File: config.mk
export PLATFORM = sky130hd
export DESIGN_NAME = pong_game_ctrl
export DESIGN_NICKNAME = d
export VERILOG_FILES = /design/src/rtl/pong_pkg.sv /design/src/rtl/rise_detect.sv /design/src/rtl/pong_game_ctrl.sv
export SDC_FILE = /design/constraint.sdc
export NUM_CORES = 1
export LEC_CHECK = 0
export CAP_MARGIN = 10
export CORE_UTILIZATION = 56
export CTS_CLUSTER_SIZE = 30
export DETAILED_ROUTE_END_ITERATION = 12
export GPL_ROUTABILITY_DRIVEN = 0
export PLACE_DENSITY = 0.84
export SLEW_MARGIN = 10
export SYNTH_ARGS = -nofsm -noshare
export SYNTH_HDL_FRONTEND = slang
export SYNTH_SLANG_ARGS = --single-unit
File: constraint.sdc
create_clock -name clk -period 3.6 [get_ports clk]
set_input_delay 0.72 -clock clk [delete_from_list [all_inputs] [get_ports clk]]
set_output_delay 0.72 -clock clk [all_outputs]
set_load 0.02 [all_outputs]
File: src/rtl/pong_pkg.sv
// pong_pkg
// Shared definitions for the pong game-sequencing logic:
//   - state_t   : match state encoding (IDLE..OVER), also driven on the
//                 debug/overlay 'state' output
//   - SIDE_L/R  : player side encoding used by serve_dir and winner
//   - DEF_*     : default match parameters
//   - max_int   : helper for sizing the frame counter
package pong_pkg;

  typedef enum logic [2:0] {
    IDLE  = 3'd0,
    SERVE = 3'd1,
    PLAY  = 3'd2,
    POINT = 3'd3,
    OVER  = 3'd4
  } state_t;

  localparam logic SIDE_L = 1'b0;
  localparam logic SIDE_R = 1'b1;

  localparam int DEF_WIN_SCORE    = 7;
  localparam int DEF_SCORE_W      = 4;
  localparam int DEF_SERVE_FRAMES = 60;
  localparam int DEF_POINT_FRAMES = 90;

  function automatic int max_int(input int a, input int b);
    return (a > b) ? a : b;
  endfunction

endpackage

File: src/rtl/rise_detect.sv
// rise_detect
// One-bit rising-edge detector. 'rise' is high in the cycle where 'd' is
// high and was low in the previous cycle. The history register clears on
// reset, so a level already high when reset releases counts as an edge.
// Ports:
//   clk   in  clock
//   reset in  synchronous, active-high
//   d     in  level input (already synchronized)
//   rise  out one-cycle rising-edge indication
module rise_detect (
  input  logic clk,
  input  logic reset,
  input  logic d,
  output logic rise
);

  logic d_prev;

  // Remember last cycle's level so the edge can be formed combinationally;
  // the consumer registers whatever it does with 'rise'.
  always_ff @(posedge clk) begin
    if (reset) begin
      d_prev <= 1'b0;
    end else begin
      d_prev <= d;
    end
  end

  assign rise = d & ~d_prev;

endmodule

File: src/rtl/pong_game_ctrl.sv
// pong_game_ctrl
// Match sequencer for the pong datapath: idle, serve delay, live play,
// point pause and game over. Keeps both scores, gates ball motion,
// commands ball recentre / serve direction and reports the winner.
// All delays are counted in frame ticks. All outputs are registered.
// Optional build macro: PONG_PAUSE_EN adds a 'pause' input (rising edge
// toggles a pause flag in SERVE/PLAY/POINT) and a 'paused' output.
// Ports:
//   clk, reset          clock, synchronous active-high reset
//   frame_tick          one-cycle pulse per frame
//   start               start button level (edge detected here)
//   miss_l / miss_r     ball left the left / right edge (pulses)
//   ball_run            ball integrates velocity while high
//   ball_load           pulse: recentre ball, load velocity from serve_dir
//   serve_dir           0 = toward left player, 1 = toward right
//   score_l / score_r   player scores
//   game_over, winner   match finished, winning side
//   state               current state encoding (debug/overlay)
//   pause / paused      (PONG_PAUSE_EN only) pause button, pause flag
module pong_game_ctrl
  import pong_pkg::*;
#(
  parameter int WIN_SCORE    = DEF_WIN_SCORE,
  parameter int SCORE_W      = DEF_SCORE_W,
  parameter int SERVE_FRAMES = DEF_SERVE_FRAMES,
  parameter int POINT_FRAMES = DEF_POINT_FRAMES
) (
  input  logic               clk,
  input  logic               reset,
  input  logic               frame_tick,
  input  logic               start,
  input  logic               miss_l,
  input  logic               miss_r,
  output logic               ball_run,
  output logic               ball_load,
  output logic               serve_dir,
  output logic [SCORE_W-1:0] score_l,
  output logic [SCORE_W-1:0] score_r,
  output logic               game_over,
  output logic               winner,
  output logic [2:0]         state
`ifdef PONG_PAUSE_EN
  ,
  input  logic               pause,
  output logic               paused
`endif
);

  localparam int CNT_W = $clog2(max_int(SERVE_FRAMES, POINT_FRAMES)) + 1;
  localparam logic [CNT_W-1:0]   SERVE_LAST = CNT_W'(SERVE_FRAMES - 1);
  localparam logic [CNT_W-1:0]   POINT_LAST = CNT_W'(POINT_FRAMES - 1);
  localparam logic [SCORE_W-1:0] WIN_VAL    = SCORE_W'(WIN_SCORE);

  state_t             state_q;
  logic [CNT_W-1:0]   frame_cnt;
  logic               start_rise;
  logic               halted;
  logic               toggle_ok;
  logic               enter_over;
  logic [SCORE_W-1:0] score_l_inc;
  logic [SCORE_W-1:0] score_r_inc;

  rise_detect u_start_rise (
    .clk   (clk),
    .reset (reset),
    .d     (start),
    .rise  (start_rise)
  );

`ifdef PONG_PAUSE_EN
  logic pause_rise;
  logic paused_q;

  rise_detect u_pause_rise (
    .clk   (clk),
    .reset (reset),
    .d     (pause),
    .rise  (pause_rise)
  );

  assign toggle_ok = pause_rise &&
                     (state_q == SERVE || state_q == PLAY || state_q == POINT);
  assign halted    = paused_q;
  assign paused    = paused_q;
`else
  assign toggle_ok = 1'b0;
  assign halted    = 1'b0;
`endif

  assign score_l_inc = score_l + 1'b1;
  assign score_r_inc = score_r + 1'b1;

  // A single miss that brings the scorer to WIN_SCORE ends the match.
  // Simultaneous misses are a replay and never end it.
  assign enter_over = (state_q == PLAY) && !halted &&
                      ((miss_r && !miss_l && score_l_inc == WIN_VAL) ||
                       (miss_l && !miss_r && score_r_inc == WIN_VAL));

  assign state = state_q;

  // Match state machine. Every transition clears the frame counter, which
  // is also how a frame tick coinciding with a state entry gets dropped.
  // While paused nothing advances except the pause flag itself.
  always_ff @(posedge clk) begin
    if (reset) begin
      state_q   <= IDLE;
      frame_cnt <= '0;
      ball_run  <= 1'b0;
      ball_load <= 1'b0;
      serve_dir <= SIDE_L;
      score_l   <= '0;
      score_r   <= '0;
      game_over <= 1'b0;
      winner    <= SIDE_L;
`ifdef PONG_PAUSE_EN
      paused_q  <= 1'b0;
`endif
    end else begin
      ball_load <= 1'b0;

`ifdef PONG_PAUSE_EN
      if (enter_over) begin
        paused_q <= 1'b0;
      end else if (toggle_ok) begin
        paused_q <= ~paused_q;
      end
`endif

      if (halted) begin
        // Leaving pause in PLAY restarts the ball on the next cycle.
        ball_run <= toggle_ok && (state_q == PLAY);
      end else begin
        unique case (state_q)
          IDLE: begin
            ball_run <= 1'b0;
            score_l  <= '0;
            score_r  <= '0;
            if (start_rise) begin
              state_q   <= SERVE;
              frame_cnt <= '0;
              ball_load <= 1'b1;
              serve_dir <= SIDE_L;
            end
          end

          SERVE: begin
            ball_run <= 1'b0;
            if (frame_tick) begin
              if (frame_cnt == SERVE_LAST) begin
                state_q   <= PLAY;
                frame_cnt <= '0;
                ball_run  <= 1'b1;
              end else begin
                frame_cnt <= frame_cnt + 1'b1;
              end
            end
          end

          PLAY: begin
            ball_run <= 1'b1;
            if (miss_l && miss_r) begin
              state_q   <= SERVE;
              frame_cnt <= '0;
              ball_run  <= 1'b0;
              ball_load <= 1'b1;
            end else if (miss_r || miss_l) begin
              frame_cnt <= '0;
              ball_run  <= 1'b0;
              if (miss_r) begin
                score_l   <= score_l_inc;
                serve_dir <= SIDE_L;
                winner    <= enter_over ? SIDE_L : winner;
              end else begin
                score_r   <= score_r_inc;
                serve_dir <= SIDE_R;
                winner    <= enter_over ? SIDE_R : winner;
              end
              if (enter_over) begin
                state_q   <= OVER;
                game_over <= 1'b1;
              end else begin
                state_q <= POINT;
              end
            end
          end

          POINT: begin
            ball_run <= 1'b0;
            if (frame_tick) begin
              if (frame_cnt == POINT_LAST) begin
                state_q   <= SERVE;
                frame_cnt <= '0;
                ball_load <= 1'b1;
              end else begin
                frame_cnt <= frame_cnt + 1'b1;
              end
            end
          end

          OVER: begin
            ball_run <= 1'b0;
            if (start_rise) begin
              state_q   <= SERVE;
              frame_cnt <= '0;
              ball_load <= 1'b1;
              serve_dir <= SIDE_L;
              score_l   <= '0;
              score_r   <= '0;
              game_over <= 1'b0;
            end
          end

          default: begin
            state_q   <= IDLE;
            frame_cnt <= '0;
            ball_run  <= 1'b0;
          end
        endcase
      end

      // Entering pause stops the ball on the next cycle.
      if (toggle_ok && !halted) begin
        ball_run <= 1'b0;
      end
    end
  end

endmodule
==> flow_metrics.py <==
metrics = {
    "run_status": {
        "status": "finished, final reports clean",
    },
    "cells_and_area": {
        "fin_area_um2": 1610,
        "final_common_cell": "nor2_1",
        "drive_gt1_frac": 0.0492,
        "nNetsFinal": 196,
        "final_util": 0.714,
        "num_antenna_cells": 0,
        "final_cell_mix": "nor2_1 (28), dfxtp_1 (25), clkdlybuf4s50_1 (21)",
        "area_growth_syn_to_layout_pct": 16.9,
        "fillers": 200,
    },
    "die": {
        "dieArea_um2": 2660,
        "num_io_pins": 22,
        "chipHeight_um": 51.6,
        "core_um2": 2250,
        "fp-row-count": 17,
        "start_util": 0.611,
        "die_w_um": 51.6,
    },
    "timing": {
        "max_freq_mhz": 437,
        "fin_crit_sh": 0.636,
        "drv_slew": 0,
        "finalSetupTns_ps": 0,
        "slew_headroom": 0.577,
        "hold_viol": 0,
        "min_period_ps": 2290,
        "worst_slew_pin_slew_ps": 630,
        "setup_viol": 0,
        "rsz0062_at_grt": "no",
        "fin_skew_ps": 1.92,
    },
    "logic_synthesis": {
        "synth.distinct_cells": 38,
        "synth.cell_area_um2": 1380,
        "async_reset_ff_frac": 0,
        "synth_seq_area_share": 0.363,
        "synth_flop_cell": "dfxtp_1",
        "synth_seq_cells": 25,
        "synth-edff-count": 0,
        "syn_avg_cell_area_um2": 8.40,
        "yosysWarningCount": 0,
        "synthesis.instances": 164,
        "synth_nets": 176,
    },
    "clocking": {
        "htreeDepth": 1,
        "clk_path_buf_depth": 2,
        "numCtsBuffers": 3,
        "clk_latency_ps": 320,
        "cts_root_buffer": "clkbuf_4",
        "clk_pin_slew_ps": 140,
        "cts_sinks": 25,
        "cts_tree": "built",
        "cts_hold_buf": 0,
        "postCtsSetupBuffers": 0,
        "cts_resized": 0,
    },
    "power": {
        "swShare": 0.264,
        "p_per_area_nw_per_um2": 292,
        "ir_drop_mv": 0.198,
        "p_leak_nw": 0.590,
        "power.switching_w": 0.000124,
        "clkPwrFrac": 0.272,
        "combPwrFrac": 0.121,
        "p_seq_frac": 0.608,
        "p_int_w": 0.000346,
    },
    "routing": {
        "viasPerCell": 5.90,
        "drt_iter0_drc": 21,
        "drtPass1Iterations": 4,
        "drt-total-wl_um": 3070,
        "ant_nets": 0,
        "wl_per_cell_um": 14.5,
        "num_vias": 1244,
        "drc_errors": 0,
    },
    "global_route": {
        "grt_antenna_before_repair": 0,
        "grt_max_degree": 17,
        "grt.overflow.total": 0,
        "grt_usage": 0.267,
        "grt_pass1_vias": 1123,
        "grt_pass1_wl_um": 5280,
    },
    "placed_design": {
        "dpl.hpwl_um": 2320,
        "post_dp_cell_area_um2": 1580,
        "port_buffers": 21,
    },
    "worst_hold_path": {
        "hp-start": "game_over",
        "min_path_type": "reg -> reg",
    },
    "critical_path": {
        "max_stage_delay_ps": 680,
        "slowest_stage": "clkdlybuf4s50_1",
        "crit_fanout": 11,
        "r2r_start": "state[1]",
        "critPathCaptureType": "output pin",
        "arrival_ps": 1570,
        "required_ps": 2880,
        "critPathLaunchType": "flip-flop",
        "crit_start": "state[0]",
        "crit_buf_inv": 1,
        "critPathKind": "reg -> out",
        "cp_top_family": "buffers and inverters",
        "path_cells": "clkdlybuf4s50_1",
    },
    "run": {
        "maxCapViolations": 0,
    },
}
worst paths after layout:
| kind | cells after the start | end | slack, ps |
|---|---|---|---|
| worst min-delay path | 1 | game_over | 500 |
| worst max register to register | 5 | frame_cnt[6] | 1370 |
| worst min register to register | 1 | game_over | 500 |
| worst max-delay path | 1 | state[0] | 1310 |
routing by layer:
layer  vias to the layer above  part of all wire  track usage
li1                        613                 -            -
met1                       590              0.48        0.385
met2                        33              0.47        0.416
met3                         8             0.036       0.0351
met4                         0             0.012       0.0676
met5                         -                 0            0
final cells by class:
type	count	area (um2)	area share
repair buffers	21	210	0.131
flip-flops and latches	25	500	0.311
multi-input cells	128	816	0.507
clock buffers	3	22.5	0.0140
inverters	5	18.8	0.0117
clock inverters	1	7.51	0.00466
well taps	28	35.0	0.0218
power groups by stage:
stage	Sequential, W	Clock (W)	Combinational (W)
CTS	0.000286	0.000129	0.0000560
detailed placement	0.000291	0	0.0000556
floorplan	0.000291	0	0.0000386
global placement	0.000291	0	0.0000541
global route	0.000287	0.000141	0.0000617
finish	0.000286	0.000128	0.0000567
state kept, by name (all words and copies together), names as in the netlist, 3 cells and up:
signal     flops
score_l        4
score_r        4
frame_cnt      8
state          3
Yosys cell counts, types with 4 or more instances:
cell      count  share of area
inv_1         5          0.014
a21oi_1      16          0.058
and3_1        4          0.018
xor2_1       10          0.064
nor2_1       28          0.076
dfxtp_1      25           0.36
nand3_1      10          0.036
ha_1          6          0.054
mux2i_1       4          0.029
nor3_1        7          0.025
nand2_1       6          0.016
nand2b_1      4          0.018
cell families after synthesis:
| family | Yosys count | share of synthesized area |
|---|---|---|
| AO/OA/AOI/OAI | 31 | 0.144 |
| XOR/XNOR | 11 | 0.0699 |
| adder cells (fa/ha/maj) | 6 | 0.0545 |
| buffers and inverters | 11 | 0.0445 |
| flip-flops | 25 | 0.363 |
| multiplexers | 4 | 0.0291 |
| AND/OR/NAND/NOR | 76 | 0.295 |
per-stage QoR:
stage / std cells / hold WS [ps] / total power [W] / worst slack, ps
finish: 211 / 504 / 0.000470 / 1310
global placement: 207 / 452 / 0.000345 / 1210
floorplan: 164 / 472 / 0.000330 / 1770
global route: 211 / 523 / 0.000489 / 1210
detailed placement: 207 / 466 / 0.000347 / 1060
CTS: 211 / 507 / 0.000470 / 1320
No activity file was read; power rests on OpenSTA's default activity.
